**src/rtl/dm_arbiter.sv**
```systemverilog
// dm_arbiter: two-master arbiter for the single data-memory port.
// Master 0 is the CPU data port, master 1 a secondary requester (DMA/debug).
// One access is granted per cycle; under contention a master keeps the port
// for at most MAX_BURST consecutive grants before the other is served.
// Read data has one cycle of latency and is steered back to its issuer.
module dm_arbiter #(
  parameter int unsigned MAX_BURST = 4,   // legal range 1..15
  parameter int unsigned CNT_W     = 16
) (
  input  logic             clk,
  input  logic             reset,        // asynchronous, active-low

  input  logic             m0_req,
  input  logic [31:0]      m0_addr,
  input  logic [31:0]      m0_wdata,
  input  logic [3:0]       m0_byteen,
  output logic             m0_stall,
  output logic             m0_rvalid,

  input  logic             m1_req,
  input  logic [31:0]      m1_addr,
  input  logic [31:0]      m1_wdata,
  input  logic [3:0]       m1_byteen,
  output logic             m1_gnt,
  output logic             m1_rvalid,

  output logic [31:0]      rdata,

  output logic [31:0]      dm_addr,
  output logic [31:0]      dm_wdata,
  output logic [3:0]       dm_byteen,
  input  logic [31:0]      dm_rdata,

  output logic [CNT_W-1:0] conflict_cnt
);

  localparam logic [3:0] MAX_B = 4'(MAX_BURST);

  // Arbitration state: owner of the current run and its length so far.
  logic       last;
  logic [3:0] burst;
  // Read return tracking: a read was granted last cycle, and by whom.
  logic       rd_pend;
  logic       rd_own;

  logic       gnt0;
  logic       gnt1;
  logic       any_gnt;
  logic       sel;       // granted master index, meaningful only with any_gnt
  logic       conflict;

  assign conflict = m0_req & m1_req;

  // Grant selection; nothing is granted while reset is held low, so no DM
  // access can be issued in that state.
  always_comb begin
    // NOTE: every output of a combinational block gets a default first;
    // a path that leaves one unassigned would infer a latch.
    gnt0 = 1'b0;
    gnt1 = 1'b0;
    if (reset) begin
      if (conflict) begin
        if (burst < MAX_B) begin
          gnt0 = ~last;
          gnt1 = last;
        end else begin
          gnt0 = last;
          gnt1 = ~last;
        end
      end else begin
        gnt0 = m0_req;
        gnt1 = m1_req;
      end
    end
  end

  assign any_gnt = gnt0 | gnt1;
  assign sel     = gnt1;

  // Route the granted master onto the DM port; idle port drives zeros.
  always_comb begin
    dm_addr   = 32'h0;
    dm_wdata  = 32'h0;
    dm_byteen = 4'h0;
    if (gnt0) begin
      dm_addr   = m0_addr;
      dm_wdata  = m0_wdata;
      dm_byteen = m0_byteen;
    end else if (gnt1) begin
      dm_addr   = m1_addr;
      dm_wdata  = m1_wdata;
      dm_byteen = m1_byteen;
    end
  end

  assign m0_stall = m0_req & ~gnt0;
  assign m1_gnt   = gnt1;

  // Read data is forwarded unconditionally; the rvalids qualify it.
  assign rdata     = dm_rdata;
  assign m0_rvalid = rd_pend & ~rd_own;
  assign m1_rvalid = rd_pend &  rd_own;

  // Burst tracking, read-return bookkeeping and the saturating conflict count.
  always_ff @(posedge clk or negedge reset) begin
    if (!reset) begin
      // The first tie after reset goes to master 0: last=1 with a full burst
      // forces the "other master" choice.
      last         <= 1'b1;
      burst        <= MAX_B;
      rd_pend      <= 1'b0;
      rd_own       <= 1'b0;
      conflict_cnt <= '0;
    end else begin
      // NOTE: sequential state uses non-blocking assignments so every
      // register samples values from before this clock edge.
      if (any_gnt) begin
        if (sel == last) begin
          if (burst < MAX_B) begin
            burst <= burst + 4'd1;
          end
        end else begin
          last  <= sel;
          burst <= 4'd1;
        end
      end
      rd_pend <= any_gnt & (dm_byteen == 4'h0);
      rd_own  <= sel;
      if (conflict && (conflict_cnt != {CNT_W{1'b1}})) begin
        conflict_cnt <= conflict_cnt + CNT_W'(1);
      end
    end
  end

endmodule

```
**config.mk**
```make
export PLATFORM = sky130hd
export DESIGN_NAME = dm_arbiter
export DESIGN_NICKNAME = d
export VERILOG_FILES = /design/src/rtl/dm_arbiter.sv
export SDC_FILE = /design/constraint.sdc
export NUM_CORES = 1
export LEC_CHECK = 0
export BUFFER_PORTS_ARGS = -buffer_cell sky130_fd_sc_hd__buf_2
export CORE_AREA = 4 4 110 112
export CTS_CLUSTER_DIAMETER = 30
export DETAILED_ROUTE_END_ITERATION = 8
export DIE_AREA = 0 0 114 116
export HOLD_SLACK_MARGIN = 0.08
export PLACE_DENSITY = 0.59
export SYNTH_ARGS = -nofsm -noshare
export SYNTH_HDL_FRONTEND = slang
export SYNTH_SLANG_ARGS = --single-unit
```
**constraint.sdc**
```tcl
create_clock -name clk -period 3.85 [get_ports clk]
set_input_delay 0 -clock clk [delete_from_list [all_inputs] [get_ports clk]]
set_output_delay 0 -clock clk [all_outputs]
set_load 0.02 [all_outputs]
```
# Word-level counts from Yosys, hierarchy flattened
# Cells that the tools add are included.
word_totals:
  regBits: 23
  inputBits: 172
  output_inout_bits: 120
  word_cells: 39
classes:
  add_sub_neg: 2
  order_cmp: 1
  n_eq_ne: 3
  muxes: 14
  n_bitwise: 10
  reduce_logical: 4
op_table:
  columns: ["cell", "count"]
  rows:
  - ["$mux 32", 4]
  - ["$add 16x1->16 const B", 1]
  - ["$mux 4", 4]
  - ["$ne 16x16->1 const B", 1]
  - ["$mux 1", 6]
  - ["$and 1x1->1", 5]
  - ["$add 4x1->4 const B", 1]
  - ["$logic_not 4->1", 1]
  - ["$lt 4x3->1 const B", 1]
  - ["$not 1->1", 4]
  - ["$reduce_and 2->1", 2]
  - ["$ne 2x1->1 const B", 1]
  - ["$eq 1x1->1", 1]
  - ["$logic_and 1x1->1", 1]
  - ["$or 1x1->1", 1]

# Logic depth before layout (Yosys ltp)
depth:
  ltp_word: 8
  depth_mapped: 6
  ltp_nobuf: 5

# Least setup slack after synthesis
# Ideal clock, no wire load.
synth_path:
  path_type: "register -> register"
  start: "reg conflict_cnt[0]"
  end: "reg conflict_cnt[8]"
  setup_time_ns: 0.125
  t_arrival_ns: 1.723
  required_ns: 3.725
  slack_ns: 2.003
  path_stages_with_launch: 6
  n_path_buf: 0
  synth_period_minus_slack_ns: 1.847
  cell_sequence: "dfrtp_1 -> ha_1 -> nand3_1 -> nor3_1 -> and3_1 -> mux2_2"
synth_via:
  elab_chain_len: 2
  elab_cells_between_ends: 3
  cone_classes: "1 x add/sub; 1 x eq/ne; 1 x reduce/logical"
synth_lines:
  columns: ["item", "line", "rtl"]
  rows:
  - ["from (decl)", "34", "output logic [CNT_W-1:0] conflict_cnt"]
  - ["from (signal assigned)", "130", "conflict_cnt <= conflict_cnt + CNT_W'(1);"]
  - ["parallel branches: the longest is 2 deep, another holds $add 16x1->16", null, null]
# Several ways; the timed one is not identified.
# A chain may end at the register's enable or synchronous reset.

# Worst setup path after layout
layout_path:
  start: "in reset"
  end: "out dm_wdata[26]"
layout_via:
  elab_chain_len: 3
  elab_cells_between_ends: 4
  cone_classes: "4 x mux"
layout_lines:
  columns: ["item", "line", "rtl"]
  rows:
  - ["from (decl)", "11", "input logic reset,"]
  - ["$mux 1", "61", "if (reset) begin"]
  - ["$mux 32", "89", "end else if (gnt1) begin"]
  - ["$mux 32 *", "85", "if (gnt0) begin"]
  - ["to (decl)", "30", "output logic [31:0] dm_wdata,"]
# Every way passes the cells marked *; elsewhere a longest branch is shown, timed or not.

==> impl_results.md <==
* Status: completed
* Via-to-Cell Ratio at 4.80
* Final net count at approximately 630
* Fmax at 342 MHz
* Yosys warnings at 0
* Fin crit share at between 70% and 80%
* Period minus WS final at roughly 3000 ps
* Root Buffer: clkbuf_16
* HPWL Detailed at approximately 9700 microns
* RSZ-0062 raised after global routing: no
* Area growth, synth to finish at 65.0%
* FP Rows at 39
* Die span in x at around 110 microns
* GRT Util Overall at between 15 and 20%
* Die Y at 116 microns
* I/O Buffers at 227
* Deepest clock path buffer count at 2
* Proportion of synthesized area in mux cells at roughly 3.5%
* CP Max Fanout at 50
* Hold WS at just under 90 ps
* Fin. Hold Viols at 0
* GR Util met1 at approximately 19%
* TritonCTS clock tree: yes
* Post-synth top flop: dfrtp_1
* Synth top area cells: a22o_1 (28%), dfrtp_1 (24%), buf_4 (11%), mux2_2 (2.6%), dfstp_2 (2.4%)
* Compound-Gate Fraction of Synth Area at a little under two fifths
* Clk slew on worst S/H paths at ~60 ps
* Rel. slew slack at between 40% and 50%
* Via count of the first global-routing pass at approximately 2600
* Max cap viols at 0
* Leading area contributor after synthesis: a22o_1
* 1st-iter DRT viols at approximately 150
* CP Class: in2out
* Synth cell types at 43
* Slew Limit Fails at 0
* Post-synthesis async set-or-reset flop share at between 90% and 100%
* Xor/xnor share of the synthesized area at 2.80%
* Htree depth at 1
* Initial core utilization at 19.5%
* Main combinational cell family by area after synthesis: compound AO/OA/AOI/OAI gates
* Syn Nets at just over 400
* Seq/Total Area, Yosys at between 20% and 30%
* First-pass GRT wire length at ~15000 microns
* Largest net degree at the start of global routing at 51
* Fraction of layout instances using a drive strength above 1 at a little under three fifths
* CTS sink count at 23
* Synth top area share at roughly 28%
* Pwr/cell area at 372 nW/um^2
* Setup TNS Final at 0 ps
* Busiest grt layer: met2
* # IOs at between 200 and 300
* Gpl congestion at ~0.84
* Ant diodes at 0
* DRC at 0
* Startpoint class of the critical path: input port
* Cells after synthesis at between 200 and 250
* TritonCTS Buffers at 3
* Hold Crit Class: in2reg
* Setup repair bufs after CTS at 0
* R2R Setup Slk at roughly 1800 ps
* Slowest cell on crit path: nor3_4
* Simple-gate share of the synthesized area at a little over an eighth
* Required time of the critical path at about 3900 ps
* Core Region at 11200 sq um
* Worst path buffer plus inverter count at 5
* Area share of fa/ha/maj cells after synthesis at under 10%
* Worst VDD drop at roughly 0.00019 V
* Critical-path cell list: dlygate4sd3_1 > buf_2 > buf_4 > nand2_1 > nor3_4 > buf_4 > a22o_1 > buf_2
* Most frequent cells in the layout: buf_2 (227), a22o_1 (69), dlygate4sd3_1 (33)
* Drt wl/cell at about 20 microns
* DRT Pass-1 Iters at 4
* Static leakage at approximately 2.0 nW
* Setup Skew at 2.32 ps
* Final Total Pwr at 1.35 mW
* Antenna viol nets, final at 0
* Largest stage delay, worst path at about 770 ps
* Overflow left after global routing at 0
* Area of the mapped netlist at between 2000 and 2500 sq um
* FF+latch count, synth at 23
* Delay-heaviest family, CP: buffers and inverters
* Post-synth EDFFs at 0
* Filler Cells Inserted at roughly 1200
* M3 GR Usage at roughly 7.0%
* Count of final setup violators at 0
* Worst Max-Slew Pin Slew at just under 900 ps
* DR vias at 2876
* Initial antenna violation count at 2
* Routing usage on met2 at 24.2%
* WP data arrival at just under 3000 ps
* Crit. End Element: primary output
* Commonest non-fill, non-tap cell in the layout: buf_2
* Mean area per synthesized cell at 9.25 sq um
* Post-Route WL at around 12000 microns
* Die ar. at ~13000 sq um
* Worst-Skew Late Latency at around 250 ps
[kinds of logic after synthesis]
| kind of cell | count (synthesis) |
|---|---|
| compound gates | 98 |
| xor+xnor | 7 |
| fa+ha+maj | 2 |
| buf+inv | 51 |
| flops | 23 |
| mux | 7 |
| simple gates | 49 |
[cell type report]
cell class | count | area [sq um] | share of cell area, %
clock buffers | 3 | 75.1 | 2.08
clock inverters | 1 | 5.00 | 0.138
inverters | 3 | 11.3 | 0.311
multi-input cells | 163 | 1280 | 35.4
flip-flops and latches | 23 | 578 | 16.0
well taps | 143 | 179 | 4.95
repair buffers | 263 | 1490 | 41.2
[cell usage after synthesis (2+ instances only)]
cell,n
nand4_1,5
clkbuf_1,4
buf_4,33
inv_1,3
mux2_2,5
o21a_1,4
xor2_1,4
a21oi_1,6
nor2b_1,4
buf_2,9
a31oi_1,2
or2_2,3
o211ai_1,3
nand3_1,6
or3_1,2
and2_1,2
a211oi_1,3
mux2i_1,2
a22o_1,69
nand2_1,9
nor3_1,2
o21ai_0,5
ha_1,2
xnor2_1,3
dfstp_2,2
nor2_1,7
buf_6,2
dfrtp_1,21
[worst register-to-register path, delay by kind of cell (launching register included)]
family | cells | cell delay [ps]
compound gates | 1 | 250
simple gates | 3 | 1200
flops | 1 | 460
[flip-flops by register name, indices dropped and copies added (netlist names)]
register      cells
burst             4
conflict_cnt     16
last              1
rd_own            1
rd_pend           1
[metal layers]
layer,up-vias,share of wire (%)
met1,1339,39
met5,-,0.29
met2,194,48
met4,4,0.76
met3,8,13
li1,1331,-
[where the power goes]
part | internal, mW | total (mW) | switching, mW
Clock | 0.140 | 0.225 | 0.0852
Sequential | 0.302 | 0.371 | 0.0688
Combinational | 0.305 | 0.750 | 0.445
[final timing paths]
kind,startpoint,endpoint,depth (start not counted)
max in group asynchronous,reset,last,3
min in group asynchronous,reset,conflict_cnt[8],3
hold reg to reg,burst[0],burst[0],1
setup / recovery,reset,dm_wdata[26],8
hold / removal,m0_byteen[3],rd_pend,3
setup reg to reg,burst[3],rd_pend,4
[per-stage QoR]
step | setup WS, ps | instance area [sq um] | std cells | utilization [%]
final | 922 | 3620 | 599 | 32.2
after global routing | 698 | 3620 | 599 | 32.2
after CTS | 919 | 3620 | 599 | 32.2
after detailed placement | 1370 | 3210 | 562 | 28.6
after global placement | 1480 | 3210 | 562 | 28.6
after floorplan | 2000 | 2190 | 237 | -
[what timing repair did]
action / 4_1_cts / 5_1_grt
hold buffers: 33 / 0
endpoints found under the hold margin: 55 / 0
resized for setup: 0 / 0
(Power assumes the default switching activity.)
